**config.mk**
```make
export PLATFORM = sky130hd
export DESIGN_NAME = multicycle_control_flat
export DESIGN_NICKNAME = d
export VERILOG_FILES = /design/src/rtl/mips_ctrl_pkg.sv /design/src/rtl/multicycle_control_if.sv /design/src/rtl/alu_decoder.sv /design/src/rtl/multicycle_control.sv /design/src/flat_wrapper.sv
export SDC_FILE = /design/constraint.sdc
export NUM_CORES = 1
export LEC_CHECK = 0
export ABC_AREA = 1
export ABC_CLOCK_PERIOD_IN_PS = 2000
export CAP_MARGIN = 20
export CORE_AREA = 10 10 85 87
export CTS_BUF_LIST = sky130_fd_sc_hd__clkbuf_8
export CTS_CLUSTER_SIZE = 24
export DETAILED_ROUTE_END_ITERATION = 7
export DIE_AREA = 0 0 95 97
export PLACE_DENSITY_LB_ADDON = 0.05
export SYNTH_ARGS = -nofsm -noshare
export SYNTH_HDL_FRONTEND = slang
export SYNTH_SLANG_ARGS = --single-unit
```
**constraint.sdc**
```tcl
create_clock -name clock -period 2 [get_ports clock]
set_clock_uncertainty 0.05 [all_clocks]
set_input_delay 0.6 -clock clock [delete_from_list [all_inputs] [get_ports clock]]
set_output_delay 0.6 -clock clock [all_outputs]
set_load 0.02 [all_outputs]
```
**src/rtl/mips_ctrl_pkg.sv**
```systemverilog
// Shared encodings for the multicycle MIPS-subset controller: opcodes, functs,
// ALU/mux select codes and the controller state type.
package mips_ctrl_pkg;

   localparam logic [5:0] OP_RTYPE = 6'b000000;
   localparam logic [5:0] OP_ADDI  = 6'b001000;
   localparam logic [5:0] OP_LW    = 6'b100011;
   localparam logic [5:0] OP_SW    = 6'b101011;
   localparam logic [5:0] OP_BEQ   = 6'b000100;
   localparam logic [5:0] OP_J     = 6'b000010;

   localparam logic [5:0] FN_ADD = 6'h20;
   localparam logic [5:0] FN_SUB = 6'h22;
   localparam logic [5:0] FN_AND = 6'h24;
   localparam logic [5:0] FN_OR  = 6'h25;
   localparam logic [5:0] FN_SLT = 6'h2A;

   typedef enum logic [3:0] {
      ALU_AND = 4'b0000,
      ALU_OR  = 4'b0001,
      ALU_ADD = 4'b0010,
      ALU_SUB = 4'b0110,
      ALU_SLT = 4'b0111
   } alu_ctrl_e;

   typedef enum logic [1:0] {
      SRCB_RT      = 2'b00,
      SRCB_FOUR    = 2'b01,
      SRCB_IMM     = 2'b10,
      SRCB_IMM_SH2 = 2'b11
   } src_b_e;

   typedef enum logic [1:0] {
      PCSRC_ALU    = 2'b00,
      PCSRC_ALUOUT = 2'b01,
      PCSRC_JUMP   = 2'b10
   } pc_src_e;

   typedef enum logic [3:0] {
      S_IDLE, S_FETCH, S_DECODE, S_EXEC_R, S_R_WB, S_EXEC_I, S_I_WB,
      S_MEM_ADDR, S_MEM_READ, S_MEM_WB, S_MEM_WRITE, S_BRANCH, S_JUMP, S_ERROR
   } state_e;

   // States that wait on the memory handshake and are guarded by the timeout
   function automatic logic is_mem_state(input state_e s);
      return (s == S_FETCH) || (s == S_MEM_READ) || (s == S_MEM_WRITE);
   endfunction

endpackage

```
**src/rtl/multicycle_control_if.sv**
```systemverilog
// Controller <-> datapath/memory signal bundle. master = controller side,
// slave = datapath/memory side.
interface multicycle_control_if #(
   parameter int CNT_W = 32
);
   logic             start;
   logic [5:0]       opcode;
   logic [5:0]       funct;
   logic             mem_ready;
   logic             pc_write;
   logic             pc_write_cond;
   logic [1:0]       pc_source;
   logic             i_or_d;
   logic             mem_read;
   logic             mem_write;
   logic             ir_write;
   logic             reg_dst;
   logic             mem_to_reg;
   logic             reg_write;
   logic             alu_src_a;
   logic [1:0]       alu_src_b;
   logic [3:0]       alu_ctrl;
   logic             busy;
   logic             retired;
   logic [CNT_W-1:0] instr_count;
   logic             illegal_op;
   logic             bus_error;

   modport master (
      input  start, opcode, funct, mem_ready,
      output pc_write, pc_write_cond, pc_source, i_or_d, mem_read, mem_write,
             ir_write, reg_dst, mem_to_reg, reg_write, alu_src_a, alu_src_b,
             alu_ctrl, busy, retired, instr_count, illegal_op, bus_error
   );

   modport slave (
      output start, opcode, funct, mem_ready,
      input  pc_write, pc_write_cond, pc_source, i_or_d, mem_read, mem_write,
             ir_write, reg_dst, mem_to_reg, reg_write, alu_src_a, alu_src_b,
             alu_ctrl, busy, retired, instr_count, illegal_op, bus_error
   );
endinterface

```
**src/rtl/alu_decoder.sv**
```systemverilog
// R-type funct decoder: ALU operation plus a legality flag for the supported
// funct subset.
module alu_decoder
   import mips_ctrl_pkg::*;
(
   input  logic [5:0] i_funct,
   output alu_ctrl_e  o_alu_ctrl,
   output logic       o_legal
);

   // NOTE: every combinational output gets a default first so no path can infer a latch.
   always_comb begin
      o_alu_ctrl = ALU_ADD;
      o_legal    = 1'b1;
      case (i_funct)
         FN_ADD:  o_alu_ctrl = ALU_ADD;
         FN_SUB:  o_alu_ctrl = ALU_SUB;
         FN_AND:  o_alu_ctrl = ALU_AND;
         FN_OR:   o_alu_ctrl = ALU_OR;
         FN_SLT:  o_alu_ctrl = ALU_SLT;
         default: o_legal    = 1'b0;
      endcase
   end

endmodule

```
**src/rtl/multicycle_control.sv**
```systemverilog
// Multicycle control FSM: sequences fetch/decode/execute/mem/writeback,
// counts retired instructions and traps illegal opcodes and memory timeouts.
module multicycle_control
   import mips_ctrl_pkg::*;
#(
   parameter int CNT_W       = 32,
   parameter int MEM_TIMEOUT = 16
) (
   input logic                  clock,
   input logic                  reset,
   multicycle_control_if.master bus
);

   localparam int              WAIT_W    = (MEM_TIMEOUT > 1) ? $clog2(MEM_TIMEOUT) : 1;
   localparam logic [WAIT_W-1:0] WAIT_LAST = WAIT_W'(MEM_TIMEOUT - 1);

   state_e             r_state;
   state_e             w_next;
   logic [WAIT_W-1:0]  r_wait;
   logic [CNT_W-1:0]   r_instr_count;
   alu_ctrl_e          w_dec_ctrl;
   logic               w_dec_legal;
   logic               w_timeout;
   logic               w_retire;
   logic               w_illegal;

   alu_decoder u_alu_decoder (
      .i_funct    (bus.funct),
      .o_alu_ctrl (w_dec_ctrl),
      .o_legal    (w_dec_legal)
   );

   // Last allowed wait cycle still without mem_ready
   assign w_timeout = is_mem_state(r_state) && !bus.mem_ready && (r_wait == WAIT_LAST);

   // NOTE: state registers use non-blocking assignments so all flops update together at the edge.
   always_ff @(posedge clock or posedge reset) begin
      if (reset) begin
         r_state       <= S_IDLE;
         r_wait        <= '0;
         r_instr_count <= '0;
      end else begin
         r_state <= w_next;
         if (is_mem_state(r_state) && !bus.mem_ready) r_wait <= r_wait + 1'b1;
         else                                         r_wait <= '0;
         if (w_retire) r_instr_count <= r_instr_count + 1'b1;
      end
   end

   always_comb begin
      w_next            = r_state;
      w_retire          = 1'b0;
      w_illegal         = 1'b0;
      bus.pc_write      = 1'b0;
      bus.pc_write_cond = 1'b0;
      bus.pc_source     = PCSRC_ALU;
      bus.i_or_d        = 1'b0;
      bus.mem_read      = 1'b0;
      bus.mem_write     = 1'b0;
      bus.ir_write      = 1'b0;
      bus.reg_dst       = 1'b0;
      bus.mem_to_reg    = 1'b0;
      bus.reg_write     = 1'b0;
      bus.alu_src_a     = 1'b0;
      bus.alu_src_b     = SRCB_RT;
      bus.alu_ctrl      = ALU_AND;

      case (r_state)
         S_IDLE: if (bus.start) w_next = S_FETCH;
         S_FETCH: begin
            bus.mem_read = 1'b1;
            if (bus.mem_ready) begin
               bus.ir_write  = 1'b1;
               bus.pc_write  = 1'b1;
               bus.alu_src_b = SRCB_FOUR;
               bus.alu_ctrl  = ALU_ADD;
               w_next        = S_DECODE;
            end else if (w_timeout) begin
               w_next = S_ERROR;
            end
         end
         S_DECODE: begin
            bus.alu_src_b = SRCB_IMM_SH2;
            bus.alu_ctrl  = ALU_ADD;
            case (bus.opcode)
               OP_RTYPE:     if (w_dec_legal) w_next = S_EXEC_R; else w_illegal = 1'b1;
               OP_ADDI:      w_next = S_EXEC_I;
               OP_LW, OP_SW: w_next = S_MEM_ADDR;
               OP_BEQ:       w_next = S_BRANCH;
               OP_J:         w_next = S_JUMP;
               default:      w_illegal = 1'b1;
            endcase
         end
         S_EXEC_R: begin
            bus.alu_src_a = 1'b1;
            bus.alu_ctrl  = w_dec_ctrl;
            w_next        = S_R_WB;
         end
         S_R_WB: begin
            bus.reg_dst   = 1'b1;
            bus.reg_write = 1'b1;
            w_retire      = 1'b1;
         end
         S_EXEC_I: begin
            bus.alu_src_a = 1'b1;
            bus.alu_src_b = SRCB_IMM;
            bus.alu_ctrl  = ALU_ADD;
            w_next        = S_I_WB;
         end
         S_I_WB: begin
            bus.reg_write = 1'b1;
            w_retire      = 1'b1;
         end
         S_MEM_ADDR: begin
            bus.alu_src_a = 1'b1;
            bus.alu_src_b = SRCB_IMM;
            bus.alu_ctrl  = ALU_ADD;
            w_next        = (bus.opcode == OP_LW) ? S_MEM_READ : S_MEM_WRITE;
         end
         S_MEM_READ: begin
            bus.mem_read = 1'b1;
            bus.i_or_d   = 1'b1;
            if (bus.mem_ready)  w_next = S_MEM_WB;
            else if (w_timeout) w_next = S_ERROR;
         end
         S_MEM_WB: begin
            bus.mem_to_reg = 1'b1;
            bus.reg_write  = 1'b1;
            w_retire       = 1'b1;
         end
         S_MEM_WRITE: begin
            bus.mem_write = 1'b1;
            bus.i_or_d    = 1'b1;
            if (bus.mem_ready)  w_retire = 1'b1;
            else if (w_timeout) w_next   = S_ERROR;
         end
         S_BRANCH: begin
            bus.alu_src_a     = 1'b1;
            bus.alu_ctrl      = ALU_SUB;
            bus.pc_write_cond = 1'b1;
            bus.pc_source     = PCSRC_ALUOUT;
            w_retire          = 1'b1;
         end
         S_JUMP: begin
            bus.pc_write  = 1'b1;
            bus.pc_source = PCSRC_JUMP;
            w_retire      = 1'b1;
         end
         S_ERROR: w_next = S_ERROR;
         default: w_next = S_IDLE;
      endcase

      // start is only sampled at an instruction boundary
      if (w_retire || w_illegal) w_next = bus.start ? S_FETCH : S_IDLE;
   end

   assign bus.retired     = w_retire;
   assign bus.illegal_op  = w_illegal;
   assign bus.busy        = (r_state != S_IDLE) && (r_state != S_ERROR);
   assign bus.bus_error   = (r_state == S_ERROR);
   assign bus.instr_count = r_instr_count;

endmodule

```
**src/flat_wrapper.sv**
```systemverilog
// flat-port wrapper written by rule: the top's interface ports become plain ports
module multicycle_control_flat import mips_ctrl_pkg::*;
#(
   parameter int CNT_W       = 32,
   parameter int MEM_TIMEOUT = 16
)
  (clock, reset, bus_start, bus_opcode, bus_funct, bus_mem_ready, bus_pc_write, bus_pc_write_cond, bus_pc_source, bus_i_or_d, bus_mem_read, bus_mem_write, bus_ir_write, bus_reg_dst, bus_mem_to_reg, bus_reg_write, bus_alu_src_a, bus_alu_src_b, bus_alu_ctrl, bus_busy, bus_retired, bus_instr_count, bus_illegal_op, bus_bus_error);
  multicycle_control_if #(.CNT_W(CNT_W)) bus_i ();
  input logic clock;
  input logic reset;
  input wire logic [$bits(bus_i.start)-1:0] bus_start;
  input wire logic [$bits(bus_i.opcode)-1:0] bus_opcode;
  input wire logic [$bits(bus_i.funct)-1:0] bus_funct;
  input wire logic [$bits(bus_i.mem_ready)-1:0] bus_mem_ready;
  output wire logic [$bits(bus_i.pc_write)-1:0] bus_pc_write;
  output wire logic [$bits(bus_i.pc_write_cond)-1:0] bus_pc_write_cond;
  output wire logic [$bits(bus_i.pc_source)-1:0] bus_pc_source;
  output wire logic [$bits(bus_i.i_or_d)-1:0] bus_i_or_d;
  output wire logic [$bits(bus_i.mem_read)-1:0] bus_mem_read;
  output wire logic [$bits(bus_i.mem_write)-1:0] bus_mem_write;
  output wire logic [$bits(bus_i.ir_write)-1:0] bus_ir_write;
  output wire logic [$bits(bus_i.reg_dst)-1:0] bus_reg_dst;
  output wire logic [$bits(bus_i.mem_to_reg)-1:0] bus_mem_to_reg;
  output wire logic [$bits(bus_i.reg_write)-1:0] bus_reg_write;
  output wire logic [$bits(bus_i.alu_src_a)-1:0] bus_alu_src_a;
  output wire logic [$bits(bus_i.alu_src_b)-1:0] bus_alu_src_b;
  output wire logic [$bits(bus_i.alu_ctrl)-1:0] bus_alu_ctrl;
  output wire logic [$bits(bus_i.busy)-1:0] bus_busy;
  output wire logic [$bits(bus_i.retired)-1:0] bus_retired;
  output wire logic [$bits(bus_i.instr_count)-1:0] bus_instr_count;
  output wire logic [$bits(bus_i.illegal_op)-1:0] bus_illegal_op;
  output wire logic [$bits(bus_i.bus_error)-1:0] bus_bus_error;
  assign bus_i.start = bus_start;
  assign bus_i.opcode = bus_opcode;
  assign bus_i.funct = bus_funct;
  assign bus_i.mem_ready = bus_mem_ready;
  assign bus_pc_write = bus_i.pc_write;
  assign bus_pc_write_cond = bus_i.pc_write_cond;
  assign bus_pc_source = bus_i.pc_source;
  assign bus_i_or_d = bus_i.i_or_d;
  assign bus_mem_read = bus_i.mem_read;
  assign bus_mem_write = bus_i.mem_write;
  assign bus_ir_write = bus_i.ir_write;
  assign bus_reg_dst = bus_i.reg_dst;
  assign bus_mem_to_reg = bus_i.mem_to_reg;
  assign bus_reg_write = bus_i.reg_write;
  assign bus_alu_src_a = bus_i.alu_src_a;
  assign bus_alu_src_b = bus_i.alu_src_b;
  assign bus_alu_ctrl = bus_i.alu_ctrl;
  assign bus_busy = bus_i.busy;
  assign bus_retired = bus_i.retired;
  assign bus_instr_count = bus_i.instr_count;
  assign bus_illegal_op = bus_i.illegal_op;
  assign bus_bus_error = bus_i.bus_error;
  multicycle_control #(.CNT_W(CNT_W), .MEM_TIMEOUT(MEM_TIMEOUT)) u_core (.clock(clock), .reset(reset), .bus(bus_i));
endmodule
```
# Word level (Yosys, flattened, before mapping)
# Index checks and enable logic that the tools add are counted.
# Widths: inputs -> output; s select.
# word_totals
out_inout_bits	54
input_bits	16
elab_cells	90
register_bits	40
# classes
addsub	2
n_mux	34
n_eq_ne	30
n_reduce_logical	21
# op_table
cell	n
$eq 6x6->1 const B	7
$pmux 4 s10	1
$add 32x1->32 const B	1
$mux 4	8
$eq 4x4->1 const B	7
$pmux 4 s5	1
$eq 4x3->1 const B	4
$pmux 4 s4	1
$mux 1	15
$reduce_or 5->1	3
$pmux 3 s4	1
$eq 4x2->1 const B	2
$reduce_or 2->1	4
$ne 7x5->1 const B	1
$eq 6x2->1 const B	1
$eq 6x3->1 const B	1
$eq 6x4->1 const B	1
$logic_not 6->1	1
$pmux 1 s2	3
$pmux 2 s3	1
$reduce_or 3->1	2
$reduce_and 5->1	1
$add 4x1->4 const B	1
$eq 4x1->1 const B	1
other kinds (13)	18

# Longest topological paths before layout
# Gate-level depths: netlist (run 1).
# depth
depth_word	9
ltp_mapped	12
ltp_nobuf	11

# Hierarchy
# Synthesis (run 1) repeated with hierarchy kept, for this count alone.
# unflattened
hier_cells	497
area_unflattened_um2	3064.2
# by_module_without_submodules
mod	instances	area_per_inst_um2	seq_area_each_um2	cells_per_inst
multicycle_control	1	2934.1	1001.0	467
alu_decoder	1	130.1	0.0	30

# Least setup slack after synthesis (run 1)
# Ideal clock, no wire load.
# synth_timing
path_type	register to output
startpoint	register u_core.r_state[3]
endpoint	output bus_retired
n_path_buf	1
t_required_ps	1350
stages_incl_launch_ff	7
path_slack_ps	-125
t_arrival_ps	1475
path_cell_list	dfrtp_1 > inv_2 > nand2_2 > o21ai_1 > inv_1 > nand2_4 > buf_2
# synth_via
elab_chain_cells	3
elab_cells_between_ends	8
cone_classes	6 x eq/ne; 1 x mux; 1 x reduce/logical
# synth_lines
item	line	rtl
start, declared	multicycle_control.sv:17	state_e r_state;
start signal, assigned	multicycle_control.sv:43	r_state <= w_next;
$eq 4x3->1 or $eq 4x4->1 (tied branches)	multicycle_control.sv:68	case (r_state)
$reduce_or 5->1 (no source line)	-	
$pmux 1 s2 (*)	multicycle_control.sv:68	
end, declared	flat_wrapper.sv:29	output wire logic [$bits(bus_i.retired)-1:0] bus_retired;
# Mark *: on every way between the ends. The rest lies on a longest branch, timed or not.

# Final worst setup path (run 1)
# layout_timing
startpoint	register u_core.r_state[1]
endpoint	output bus_alu_src_b[0]
# layout_via
elab_chain_cells	3
elab_cells_between_ends	6
cone_classes	4 x eq/ne; 1 x mux; 1 x reduce/logical
# layout_lines
item	line	rtl
$eq 4x3->1	multicycle_control.sv:68	
$reduce_or 2->1 (no source line)	-	
$pmux 2 s3 (*)	multicycle_control.sv:68	
end, declared	flat_wrapper.sv:26	output wire logic [$bits(bus_i.alu_src_b)-1:0] bus_alu_src_b;
# Marks and branches as above.

==> results of run 1 <==
repair_timing:
action,in CTS,in global routing
hold buffers,0,0
resized for setup,217,95
endpoints found under the hold margin,0,0
pin swaps,23,16
buffers inserted,12,4
endpoints found under the setup margin,60,48
through the flow:
stage	util (%)	area, µm²	setup TNS (ps)
after global placement	69.7	3820	-17810
after floorplan	-	2730	0
after detailed placement	69.7	3820	-18000
final	80.3	4390	-2170
after CTS	73.9	4050	-1190
after global routing	80.3	4390	-3360
cells by family after synthesis:
logic type / Yosys count
fa+ha+maj: 2
buf+inv: 54
other cells: 1
simple gates: 266
flops: 40
compound gates: 12
xor+xnor: 29
power by group through the flow:
stage	clock network, mW	logic (mW)	registers (mW)
floorplan	0	0.967	1.10
global placement	0	1.96	1.04
detailed placement	0	1.98	1.05
CTS	0.727	2.17	1.04
global route	0.748	2.87	1.07
finish	0.720	2.68	1.05
synthesized netlist by cell type (all sizes together):
| library cell | n | area share, % |
|---|---|---|
| xnor2 | 15 | 4.8 |
| buf | 6 | 1.7 |
| a21oi | 4 | 0.74 |
| nor4 | 1 | 0.23 |
| a31oi | 1 | 0.23 |
| o21ai | 6 | 1.1 |
| xor2 | 14 | 4.5 |
| nand2 | 139 | 20 |
| ha | 2 | 0.92 |
| and2 | 1 | 0.23 |
| or2 | 1 | 0.23 |
| inv | 48 | 6.9 |
| nand3 | 24 | 4.6 |
| nor3 | 17 | 3.9 |
| nor2 | 75 | 11 |
| dfrtp | 40 | 37 |
| o22ai | 1 | 0.23 |
| nor3b | 1 | 0.28 |
| nand3b | 1 | 0.28 |
| conb | 1 | 0.14 |
| nand4 | 6 | 1.4 |
metal layers:
layer  vias up  global-route usage, %  routed length [µm]
met5         -                      0                   0
met1      1393                   23.7                3970
met2        84                   30.0                4570
met3         5                   5.01                 525
li1       1514                      -                   -
met4         0                   4.69                  48
path summary, 6_finish.rpt:
path / end / cells past startpoint
hold / removal: u_core.r_wait[0] / 1
setup reg to reg: u_core.r_state[0] / 14
setup / recovery: bus_alu_src_b[0] / 7
max in group asynchronous: u_core.bus.instr_count[0] / 3
min in group asynchronous: u_core.bus.instr_count[15] / 3
hold reg to reg: u_core.r_wait[0] / 1
flip-flops by register name, summed over array words and instances, names as in the netlist:
signal                  cells
u_core.r_wait               4
u_core.bus.instr_count     32
u_core.r_state              4
critical path, stage by stage, from the launching register on:
cell and delay [ps]:
dfrtp_1 440, inv_2 130, nand2_4 80, nor2_4 160, nand2_2 100, buf_4 150, nand2_2 50, buf_6 120
final cells by class:
cell class	instances	share of cell area [%]
multi-input cells	310	41.4
repair buffers	131	26.6
flip-flops and latches	40	22.8
inverters	48	4.33
well taps	72	2.05
clock buffers	6	1.88
clock inverters	2	0.883
==> reports/qor.yml, run 1 <==
outcome:
  status: "complete, but fails checks"
  violations: "negative setup slack"
min_path:
  worstHoldStart: "u_core.r_wait[0]"
  hp-class: "reg2reg"
floorplan:
  placement_rows: 27
  fp.coreArea_um2: 5470
  dieArea_um2: 9220
  die_w_um: 95
  initial_core_util_pct: 49.7
  die_h_um: 97
  ios: 70
sta:
  setup_viol: 21
  timing.fmax_mhz: 455
  hold_viol_final: 0
  drv_slew: 0
  fin_crit_sh_pct: 110
  setup_slack_ps: -195
  whs_ps: 428
  rsz0062_at_grt: "true"
  period_minus_slack_ps: 2200
clock_network:
  tritoncts: "done"
  clock-sinks: 40
  cts_buffers: 5
  clk_pin_slew_ps: 90
  cts-root-buf: "clkbuf_8"
  clk_latency_ps: 310
  clockBufferDepth: 2
  htree_levels: 2
power_and_ir_drop:
  power_density_nw_per_um2: 1010
  p_seq_share_pct: 23.7
  ir_worst_vdd_mv: 0.653
  switching_share_pct: 43.5
  clock_power_share_pct: 16.2
  p_int_mw: 2.52
  p_leak_nw: 2.25
  finalPower_mw: 4.46
  p_sw_mw: 1.94
  power_frac_comb_pct: 60.2
worst_setup_path:
  critPathKind: "reg2out"
  crit_fanout: 3
  rrSetupSlack_ps: -130
  worstPathArrival_ps: 1550
  crit_path_end_kind: "output pin"
  crit_path_start: "u_core.r_state[1]"
  cp_data_required_time_ps: 1350
  worst_setup_path_start_kind: "register"
  reg2reg_from: "u_core.r_state[0]"
logic_synthesis:
  synth_cells: 404
  synth-compound-area-share_pct: 2.30
  yosysSeqAreaShare_pct: 36.8
  synth.cell_area_um2: 2720
  ys_ff_latch: 40
  synthesis.nets: 422
  ys_warn_count: 0
  synth_area_per_cell_um2: 6.74
  synthMuxAreaShare_pct: 0
  synth_fa_ha_area_share_pct: 0.919
  synth-simple-area-share_pct: 42.0
  synth_top_family_by_area: "simple AND/OR/NAND/NOR gates"
  synthXorXnorAreaFrac_pct: 9.33
  yosysUniqueCellTypes: 32
final_layout:
  final_cell_mix: "121 x nand2_1, 52 x buf_4, 44 x nor2_1"
  multi_input_area_um2: 1820
  seq_area_um2: 1000
  area_growth_pct: 61.4
  n_fill_cell: 385
  mostFrequentLayoutCell: "nand2_1"
  drive_gt1_share_pct: 35.0
  num_antenna_cells: 0
  layoutNonFillerInstCount: 609
  nets: 554
grt:
  track_usage_pct: 18.6
  grt_antenna_before_repair: 0
  grt_first_pass_wirelength_um: 14200
  grt_max_degree: 41
  grt_overflow: 0
  first_global_vias: 2976
route:
  final_antenna_net_count: 0
  post_drt_via_cell_ratio: 4.92
  routed_wl_um: 9120
  drc: 0
  drt_iter0_drc: 208
  wl_per_cell_um: 15.0
  vias: 2996
  drtPass1Iterations: 4
flow_run:
  max_cap_violations: 0
place:
  io_buffers: 68
  routabilityCongestion: 0.872
  post-place-ws_ps: -923
  post-place-cells: 585
  dp_hpwl_um: 6330
Note: power is estimated with default switching activity, not from simulation.
==> inputs of run 2 (changes only) <==
--- a/config.mk
+++ b/config.mk
@@ -8,11 +8,11 @@
 export ABC_AREA = 1
 export ABC_CLOCK_PERIOD_IN_PS = 2000
 export CAP_MARGIN = 20
-export CORE_AREA = 10 10 85 87
+export CORE_AREA = 2 2 77 79
 export CTS_BUF_LIST = sky130_fd_sc_hd__clkbuf_8
 export CTS_CLUSTER_SIZE = 24
 export DETAILED_ROUTE_END_ITERATION = 7
-export DIE_AREA = 0 0 95 97
+export DIE_AREA = 0 0 79 81
 export PLACE_DENSITY_LB_ADDON = 0.05
 export SYNTH_ARGS = -nofsm -noshare
 export SYNTH_HDL_FRONTEND = slang
==> run 2 against run 1 <==
The flow still finishes with violations (negative setup slack). Cell area shrank 0.40%. First-iteration DRC count down 24%. Via count grew 2.7%. Setup slack improved by 61 ps. Count of clock-buffer cells in the layout decreased by 1. Sequential power barely moved. Combinational power decreased by 6%. Utilization down 3.2 points. Flip-flop and latch count is the same. Cell count grew 0.99%. Critical path type unchanged. Largest cell class unchanged. Largest power group unchanged. Highest routed layer unchanged.
==> reports/qor.yml, run 2 (same netlist as run 1, synthesis figures left out) <==
min_path:
  worstHoldStart: "u_core.r_wait[0]"
  holdPathEnd: "u_core.r_wait[0]"
  hp-class: "reg2reg"
  hold_path_depth: 1
grt:
  first_global_vias: 2815
  grt_antenna_before_repair: 0
  grt_max_degree: 41
  grt_overflow: 0
  track_usage_pct: 25.8
  grt_first_pass_wirelength_um: 13000
worst_setup_path:
  worstPathCellList: "nand2_2 > nor2_4 > buf_4 > a21oi_2 > nand4_1 > buf_4"
  r2r-end: "u_core.r_state[0]"
  crit_path_end_kind: "output pin"
  cp_data_required_time_ps: 1350
  cp_common_cell: "buf_4"
  critPathKind: "reg2out"
  rrSetupSlack_ps: 70
  worstPathArrival_ps: 1480
  reg2reg_from: "u_core.r_state[3]"
  cpMaxStageDelayCell: "dfrtp_2"
  worst_r2r_path_depth: 14
  crit_fanout: 5
  critPathMaxStageDelay_ps: 460
  worst_setup_path_start_kind: "register"
floorplan:
  die_h_um: 81
  dieArea_um2: 6400
  initial_core_util_pct: 48.0
  ios: 70
  die_w_um: 79
  fp.coreArea_um2: 5680
  placement_rows: 28
route:
  final_antenna_net_count: 0
  vias: 3076
  routed_wl_um: 8150
  wl_per_cell_um: 13.3
  drtPass1Iterations: 5
  drc: 0
  drt_iter0_drc: 159
  post_drt_via_cell_ratio: 5.00
clock_network:
  cts-root-buf: "clkbuf_8"
  clockBufferDepth: 2
  clock-sinks: 40
  cts_buffers: 5
  clk_latency_ps: 300
  clk_pin_slew_ps: 70
  htree_levels: 2
  cts_hold_buf: 0
  tritoncts: "done"
final_layout:
  n_fill_cell: 438
  drive_gt1_share_pct: 34.3
  postLayoutCoreUtil_pct: 77.1
  area_growth_pct: 60.8
  mostFrequentLayoutCell: "nand2_1"
  largest_reg_flops: 32
  nets: 557
  layoutNonFillerInstCount: 615
  final_cell_mix: "120 x nand2_1, 55 x buf_4, 46 x nor2_1"
  num_antenna_cells: 0
power_and_ir_drop:
  finalPower_mw: 4.21
  ir_worst_vdd_mv: 0.641
  p_leak_nw: 2.33
  power_density_nw_per_um2: 961
place:
  post-place-cells: 586
  routabilityCongestion: 0.875
  io_buffers: 68
  dp_hpwl_um: 5690
sta:
  fin_crit_sh_pct: 107
  whs_ps: 419
  timing.fmax_mhz: 468
  drv_slew: 0
  period_minus_slack_ps: 2130
  hold_viol_final: 0
  rsz0062_at_grt: "true"
  setup_viol: 13
  setup_slack_ps: -135
outcome:
  status: "complete, but fails checks"
  violations: "negative setup slack"
flow_run:
  max_cap_violations: 0
run 2: cell types whose count changed in the layout (fill, tap and decap cells not counted), moves of 3 or more:
| cell | before | now |
|---|---|---|
| nand2_4 | 8 | 4 |
| nor2_4 | 20 | 16 |
| buf_4 | 52 | 55 |
| dlygate4sd2_1 | 25 | 16 |
| dlymetal6s2s_1 | 6 | 14 |
| nand2_2 | 10 | 14 |
run 2: layout make-up:
cell class / count / area (µm²) / share of cell area [%]
clock buffer: 5 / 68.8 / 1.57
sequential: 40 / 1000 / 22.9
inverter: 48 / 193 / 4.40
clock inverter: 3 / 38.8 / 0.886
tap: 75 / 93.8 / 2.14
timing repair buffer: 134 / 1220 / 27.9
multi-input combinational: 310 / 1760 / 40.1
run 2: repair_timing:
action,4_1_cts,5_1_grt
setup buffers,17,5
endpoints found under the setup margin,53,44
pin swaps,32,14
gates resized for setup,234,69
run 2: power by group:
part / total (mW) / switching, mW / internal [mW]
logic: 2.51 / 1.37 / 1.14
clock network: 0.652 / 0.286 / 0.366
registers: 1.04 / 0.126 / 0.917
run 2: how the worst max path moves through the flow:
stage	start	to	cells after the start
6_report	u_core.r_state[0]	bus_alu_ctrl[1]	6
3_5_place_dp	bus_opcode[3]	bus_illegal_op	8
2_1_floorplan	u_core.r_state[3]	bus_retired	6
3_3_place_gp	bus_opcode[2]	bus_illegal_op	8
4_1_cts	u_core.r_state[2]	bus_alu_ctrl[0]	6
5_1_grt	u_core.r_state[1]	bus_alu_ctrl[1]	8
run 2: critical path, delay by kind of cell, from the launching register on:
| kind | cells | cell delay (ps) |
|---|---|---|
| compound gates | 1 | 110 |
| buf+inv | 2 | 310 |
| simple gates | 3 | 320 |
| flops | 1 | 460 |
run 2: metrics by stage:
step	area (µm²)	worst slack [ps]	setup TNS (ps)
floorplan	2730	16.6	0
global placement	3800	-837	-17710
detailed placement	3800	-890	-18030
CTS	4130	-85.4	-504
global route	4380	-198	-1920
finish	4380	-135	-827
run 2: metal layers:
| metal | GRT usage [%] | up-vias | part of all wire (%) |
|---|---|---|---|
| li1 | - | 1521 | - |
| met1 | 34.8 | 1423 | 45 |
| met2 | 42.1 | 112 | 47 |
| met3 | 4.44 | 20 | 5.6 |
| met4 | 8.45 | 0 | 2.3 |
| met5 | 0 | - | 0 |
